### config.mk
export PLATFORM = sky130hd
export DESIGN_NAME = cpu_out_monitor
export DESIGN_NICKNAME = d
export VERILOG_FILES = /design/src/rtl/cpu_out_monitor.sv
export SDC_FILE = /design/constraint.sdc
export NUM_CORES = 1
export LEC_CHECK = 0
export ABC_AREA = 1
export CORE_AREA = 2 2 209 293
export DETAILED_ROUTE_END_ITERATION = 6
export DIE_AREA = 0 0 211 295
export HOLD_SLACK_MARGIN = 0.03
export PLACE_DENSITY = 0.38
export RECOVER_POWER = 50
export SLEW_MARGIN = 5
export SYNTH_ARGS = -nofsm -noshare
export SYNTH_HDL_FRONTEND = slang
export SYNTH_SLANG_ARGS = --single-unit
### constraint.sdc
create_clock -name CLK -period 3 [get_ports CLK]
set_input_delay 0.3 -clock CLK [delete_from_list [all_inputs] [get_ports CLK]]
set_output_delay 0.3 -clock CLK [all_outputs]
set_load 0.01 [all_outputs]
### src/rtl/cpu_out_monitor.sv
// Change-detecting capture of the core's CPUOut stream into a show-ahead FIFO
// with a valid/ready drain port and sticky overflow/drop statistics.
module cpu_out_monitor #(
  parameter int WIDTH = 32,
  parameter int DEPTH = 8,
  parameter int CNTW  = 16
) (
  input  logic                         CLK,
  input  logic                         Reset,
  input  logic [WIDTH-1:0]             CPUOut,
  input  logic                         Enable,
  input  logic                         Clear,
  output logic [WIDTH-1:0]             OutData,
  output logic                         OutValid,
  input  logic                         OutReady,
  output logic [$clog2(DEPTH+1)-1:0]   Count,
  output logic                         Overflow,
  output logic [CNTW-1:0]              DropCount
);

  localparam int PW = $clog2(DEPTH);
  localparam int CW = $clog2(DEPTH+1);

  logic [WIDTH-1:0] mem [DEPTH];
  logic [PW-1:0]    rd_ptr;
  logic [PW-1:0]    wr_ptr;
  logic [WIDTH-1:0] prev;
  logic             prev_valid;
  logic             full;
  logic             capture;
  logic             pop;
  logic             push;
  logic             drop;

  // Full/empty come from Count so a full FIFO is not mistaken for empty.
  assign full     = (Count == CW'(DEPTH));
  assign OutValid = (Count != '0);
  assign capture  = Enable && (!prev_valid || (CPUOut != prev));
  assign pop      = OutValid && OutReady;
  assign push     = capture && (!full || pop);
  assign drop     = capture && !push;
  assign OutData  = mem[rd_ptr];

  always_ff @(posedge CLK or negedge Reset) begin
    if (!Reset) begin
      for (int unsigned i = 0; i < DEPTH; i++) mem[i] <= '0;
    end else if (push && !Clear) begin
      mem[wr_ptr] <= CPUOut;
    end
  end

  always_ff @(posedge CLK or negedge Reset) begin
    if (!Reset) begin
      rd_ptr     <= '0;
      wr_ptr     <= '0;
      Count      <= '0;
      Overflow   <= 1'b0;
      DropCount  <= '0;
      prev       <= '0;
      prev_valid <= 1'b0;
    end else if (Clear) begin
      // Clear wins over this cycle's push, pop and capture; prev is left as-is.
      rd_ptr     <= '0;
      wr_ptr     <= '0;
      Count      <= '0;
      Overflow   <= 1'b0;
      DropCount  <= '0;
      prev_valid <= 1'b0;
    end else begin
      if (capture) begin
        prev       <= CPUOut;
        prev_valid <= 1'b1;
      end
      if (push) wr_ptr <= wr_ptr + 1'b1;
      if (pop)  rd_ptr <= rd_ptr + 1'b1;
      if (push && !pop)      Count <= Count + 1'b1;
      else if (pop && !push) Count <= Count - 1'b1;
      if (drop) begin
        Overflow <= 1'b1;
        if (DropCount != '1) DropCount <= DropCount + 1'b1;
      end
    end
  end

endmodule

Word level (Yosys, flattened, before mapping)
Cells that the tools add are included. W data, S select, Z words.

Register bits after elaboration: 316. Output and inout port bits: 54. Word-level logic and storage cells: 73.

Add/sub/neg operators: 5. Order comparisons: 3. Equal/unequal tests: 3. Multiplexer cells: 20. Bitwise operators: 3. Reductions and logical operators: 24.

Operator list (number): $bwmux W256 (1); $bmux W32 S3 (1); $demux W32 S3 (1); $mux W32 (3); $mux W16 (3); $ne A32 B32 Y1 (1); $add A16 B1 Y16 const B (1); $ne A16 B16 Y1 const B (1); $mux W3 (4); $mux W4 (3); $reduce_bool A2 Y1 (5); $ge A4 B4 Y1 const B (2); $logic_and A1 B1 Y1 (8); $not A3 Y4 (2); $add A3 B1 Y3 const B (2); $logic_not A1 Y1 (5); $add A4 B1 Y4 const B (1); $eq A4 B4 Y1 const B (1); $lt A4 B1 Y1 const B (1); $mux W1 (4); $reduce_and A2 Y1 (2); $reduce_bool A4 Y1 (1); $sub A4 B1 Y4 const B (1); $reduce_bool A3 Y1 (1); 2 further kinds (3).

Depth between registers and ports, before layout
Word-level depth: 9. Depth in mapped cells: 19.

Worst setup path before layout
No wires, ideal clock.

Path kind: input to register. Start: in CPUOut[31]. End: reg Count[3]. Setup time: 0.119 ns. Data arrival time: 2.176 ns. Required time: 2.881 ns. Setup slack: 0.706 ns. Stages: 19. Buffers on the path: 1. Cells stage by stage: inv_1 buf_4 nor2_1 nor2_1 nand3_1 nor2_1 nand2_1 nor2_1 nand2_2 nand4_1 ha_1 a21oi_1 nand2_1 xor2_1 inv_1 nand2_1 nand2_1 nand2_1 nand2_1.

Longest elaborated chain between the ends: 7. Elaborated cells between the ends (all ways): 10.

Ends and longest elaborated chain: start, declared (line 10) `input logic [WIDTH-1:0] CPUOut,`; $ne A32 B32 Y1 * (line 38) `assign capture = Enable && (!prev_valid || (CPUOut != prev));`; $logic_or A1 B1 Y1 * (line 38); $logic_and A1 B1 Y1 * (line 38); $logic_and A1 B1 Y1 * (line 40) `assign push = capture && (!full || pop);`; $logic_and A1 B1 Y1 / $logic_not A1 Y1 (equally long branches) (line 76, 77); $mux W4 / $logic_and A1 B1 Y1 (equally long branches) (line 76, 77); $mux W4 / $reduce_bool A3 Y1 (equally long branches); end signal, assigned (line 76) `if (push && !pop) Count <= Count + 1'b1;`; end signal, assigned (line 77) `else if (pop && !push) Count <= Count - 1'b1;`; end, declared (line 16) `output logic [$clog2(DEPTH+1)-1:0] Count,`.

Mark *: on every way between the ends. The rest lies on a longest branch, timed or not. A chain may end at the register's enable or synchronous reset.

Worst setup path in the final report
Start: reg rd_ptr[1]. End: out OutData[30].

Longest elaborated chain between the ends: 4.

Ends and longest elaborated chain: start, declared (line 25) `logic [PW-1:0] rd_ptr;`; start signal, assigned (line 75) `if (pop) rd_ptr <= rd_ptr + 1'b1;`; $not A3 Y4 (not written as such) (line 42) `assign OutData = mem[rd_ptr];`; $bmux W32 S3 (line 42); $mux W32 (not written as such) (2 in series) (line 42); end, declared (line 13) `output logic [WIDTH-1:0] OutData,`.

Every way passes these cells. The select of a mux whose other input is x is not followed.

==> flow_summary.yaml <==
status:
  status: "finished, violations left"
  violations: "max-capacitance violations, max-slew violations"
placement:
  gp_congestion: 0.787
  dp.cells: 2652
  hpwl_mm: 30.6
  io_buffers: 90
  place_area_um2: 17200
cells_and_area:
  final_cell_count_no_fill: 2726
  fin_util_pct: 31.4
  area_growth_pct: 26.7
  final_nets: 1989
  n_fill_cell: 6316
  final_area_um2: 18700
  antenna_cells: 0
  drive_above_1_share_pct: 9.85
logic_synthesis:
  synth_flop_cell: "dfrtp_1"
  synth_edf_count: 0
  async_flop_share_pct: 100
  synthesis.nets: 1855
  ys_seq_elements: 316
  ys_seq_area_share_pct: 53.7
  ys_types: 30
  yosysWarnings: 0
  netlist_area_um2: 14700
  netlist_instances: 1812
  yosysMostFrequentCell: "nand2_1"
  synth_area_leader_cell: "dfrtp_1"
  yosys-top-cells-area: "dfrtp_1 (54%), o21ai_0 (11%), nand2_1 (11%)"
  syn_area_per_cell_um2: 8.13
  yosys-top-cells-count: "nand2_1 (436), o21ai_0 (333), dfrtp_1 (316)"
  synth_top_area_share_pct: 53.7
sta:
  tns_ns: 0
  tightest_slew_ns: 2.12
  drv_slew: 62
  fmax_mhz: 347
  finClkSkew_ns: 0.0223
  slew_headroom_pct: -41.4
  setup_viol: 0
  min_period_over_period_pct: 96.2
  finalHoldViolCount: 0
  min_period_ns: 2.88
hold_path:
  min_path_type: "in2reg"
clock_tree:
  cts.sinks: 316
  clk_pin_slew_ns: 0.06
  root_buffer: "clkbuf_16"
  cts_buffers: 37
  cts_max_level: 2
  clk_latency_ns: 0.55
  cts_tree: "done"
  cts_buffer_depth: 3
critical_path:
  critPathSlowestCell: "clkdlybuf4s50_1"
  end_kind: "output port"
  slowest_delay_ns: 0.60
  path_class: "reg2out"
  crit_fanout: 17
  setup.worst_path.start_class: "flip-flop"
  path_cells: "buf_4 -> buf_16 -> o21ai_0 -> o22ai_1 -> nor2_1 -> a31oi_1 -> clkdlybuf4s50_1"
  reg2reg_slack_ns: 0.36
  cp.required_ns: 2.70
  arrival_ns: 2.58
detailed_routing:
  wl_per_cell_um: 18.1
  drc_errors: 0
  drt_iter0_markers: 689
  wl_mm: 49.2
  drt_pass1_iterations: 4
  vias_per_cell: 4.56
  ant_nets: 0
  num_vias: 12400
power_and_ir_drop:
  leakagePower_nw: 8.85
  power_w: 0.0154
  p_per_area_nw_per_um2: 826
  ir_drop_uv: 307
floorplanning:
  die-width_um: 211
  start_util_pct: 24.7
  die_h_um: 295
  core_um2: 59500
  pin_count: 91
  dieArea_um2: 62200
  rows: 106
global_route:
  grtUsageMet2_pct: 28.4
  grt_max_degree: 66
  top_usage_layer: "met2"
  grt_pass1_wl_mm: 77.1
  antenna_found_initial: 0
  gr-usage-met1_pct: 20.2
  grt_use_met3_pct: 2.66
  globalRouteOverflowTotal: 0
  grt_use_total_pct: 16.1
  first_global_vias: 12800
flow_run:
  max_cap_viol_count: 1
-- cell families (layout without fill, tap and decap cells) --
group	count (synthesis)	after routing	synth area share [%]
fa+ha+maj	6	6	0.560
flops	316	316	53.7
compound gates	501	501	17.6
xor+xnor	18	18	1.07
simple gates	775	775	20.9
buf+inv	196	354	6.21
-- worst paths after layout --
path	end	cells past startpoint	startpoint
max	OutData[30]	7	rd_ptr[1]
min	prev_valid	3	Enable
max reg2reg	Count[1]	16	prev[21]
min reg2reg	mem[215]	2	mem[215]
max in group asynchronous	mem[227]	3	Reset
min in group asynchronous	prev[26]	2	Reset
-- worst max-delay path: cells and delay by family (launching register included) --
| kind | cells | cell delay (ns) |
|---|---|---|
| flip-flops | 1 | 0.50 |
| AND/OR/NAND/NOR | 1 | 0.06 |
| buffers and inverters | 3 | 0.94 |
| AO/OA/AOI/OAI | 3 | 0.53 |
-- report_power, final --
group	internal (W)	switching (W)	leakage, nW
clock	0.00269	0.00186	0.592
sequential	0.00529	0.000575	4.19
combinational	0.00220	0.00281	4.07
-- timing repair --
item / 4_1_cts / 5_1_grt
hold buffers: 1 / 0
gates cloned: 3 / 3
setup endpoints to repair: 30 / 14
pin swaps: 0 / 1
hold endpoints to repair: 58 / 0
resized for setup: 26 / 12
buffers inserted: 0 / 4
-- stage by stage --
stage                     setup WS (ns)  hold WS, ns
after CTS                       -0.0238        0.341
after detailed placement        -0.0545        0.325
after floorplan                   0.706      0.00441
after global routing           -0.00110        0.499
final                             0.115        0.476
after global placement           -0.109        0.319
-- layout by cell type, fill, tap and decap left out, types with 14 or more instances in the layout --
cell and instances:
nand3_1 31, dlygate4sd3_1 22, buf_4 70, dfrtp_1 314, o22ai_1 32, clkdlybuf4s50_1 47
nor2_1 281, inv_1 80, dlygate4sd2_1 14, o21ai_1 96, a31oi_1 27, clkbuf_16 40
o21ai_0 333, nand2_1 436, xor2_1 15, buf_12 30
-- per-layer routing --
layer | vias up | part of all wire [%]
met2 | 179 | 50
met5 | - | 0
met1 | 5966 | 44
met3 | 65 | 3.3
met4 | 0 | 2.4
li1 | 6223 | -
-- flip-flops by register name (all words and copies together) (netlist names) --
signal and count:
mem 256, DropCount 16, prev 32, Count 4, rd_ptr 3, wr_ptr 3
Overflow 1, prev_valid 1
-- final cells by class --
cell class	instances	area (um^2)	area share (%)
sequential	316	7910	42.4
multi-input combinational	1300	5940	31.8
timing repair buffer	208	2360	12.6
clock buffer	51	1050	5.62
tap	756	946	5.07
inverter	83	329	1.76
clock inverter	12	135	0.724
No activity file was read; power rests on OpenSTA's default activity.
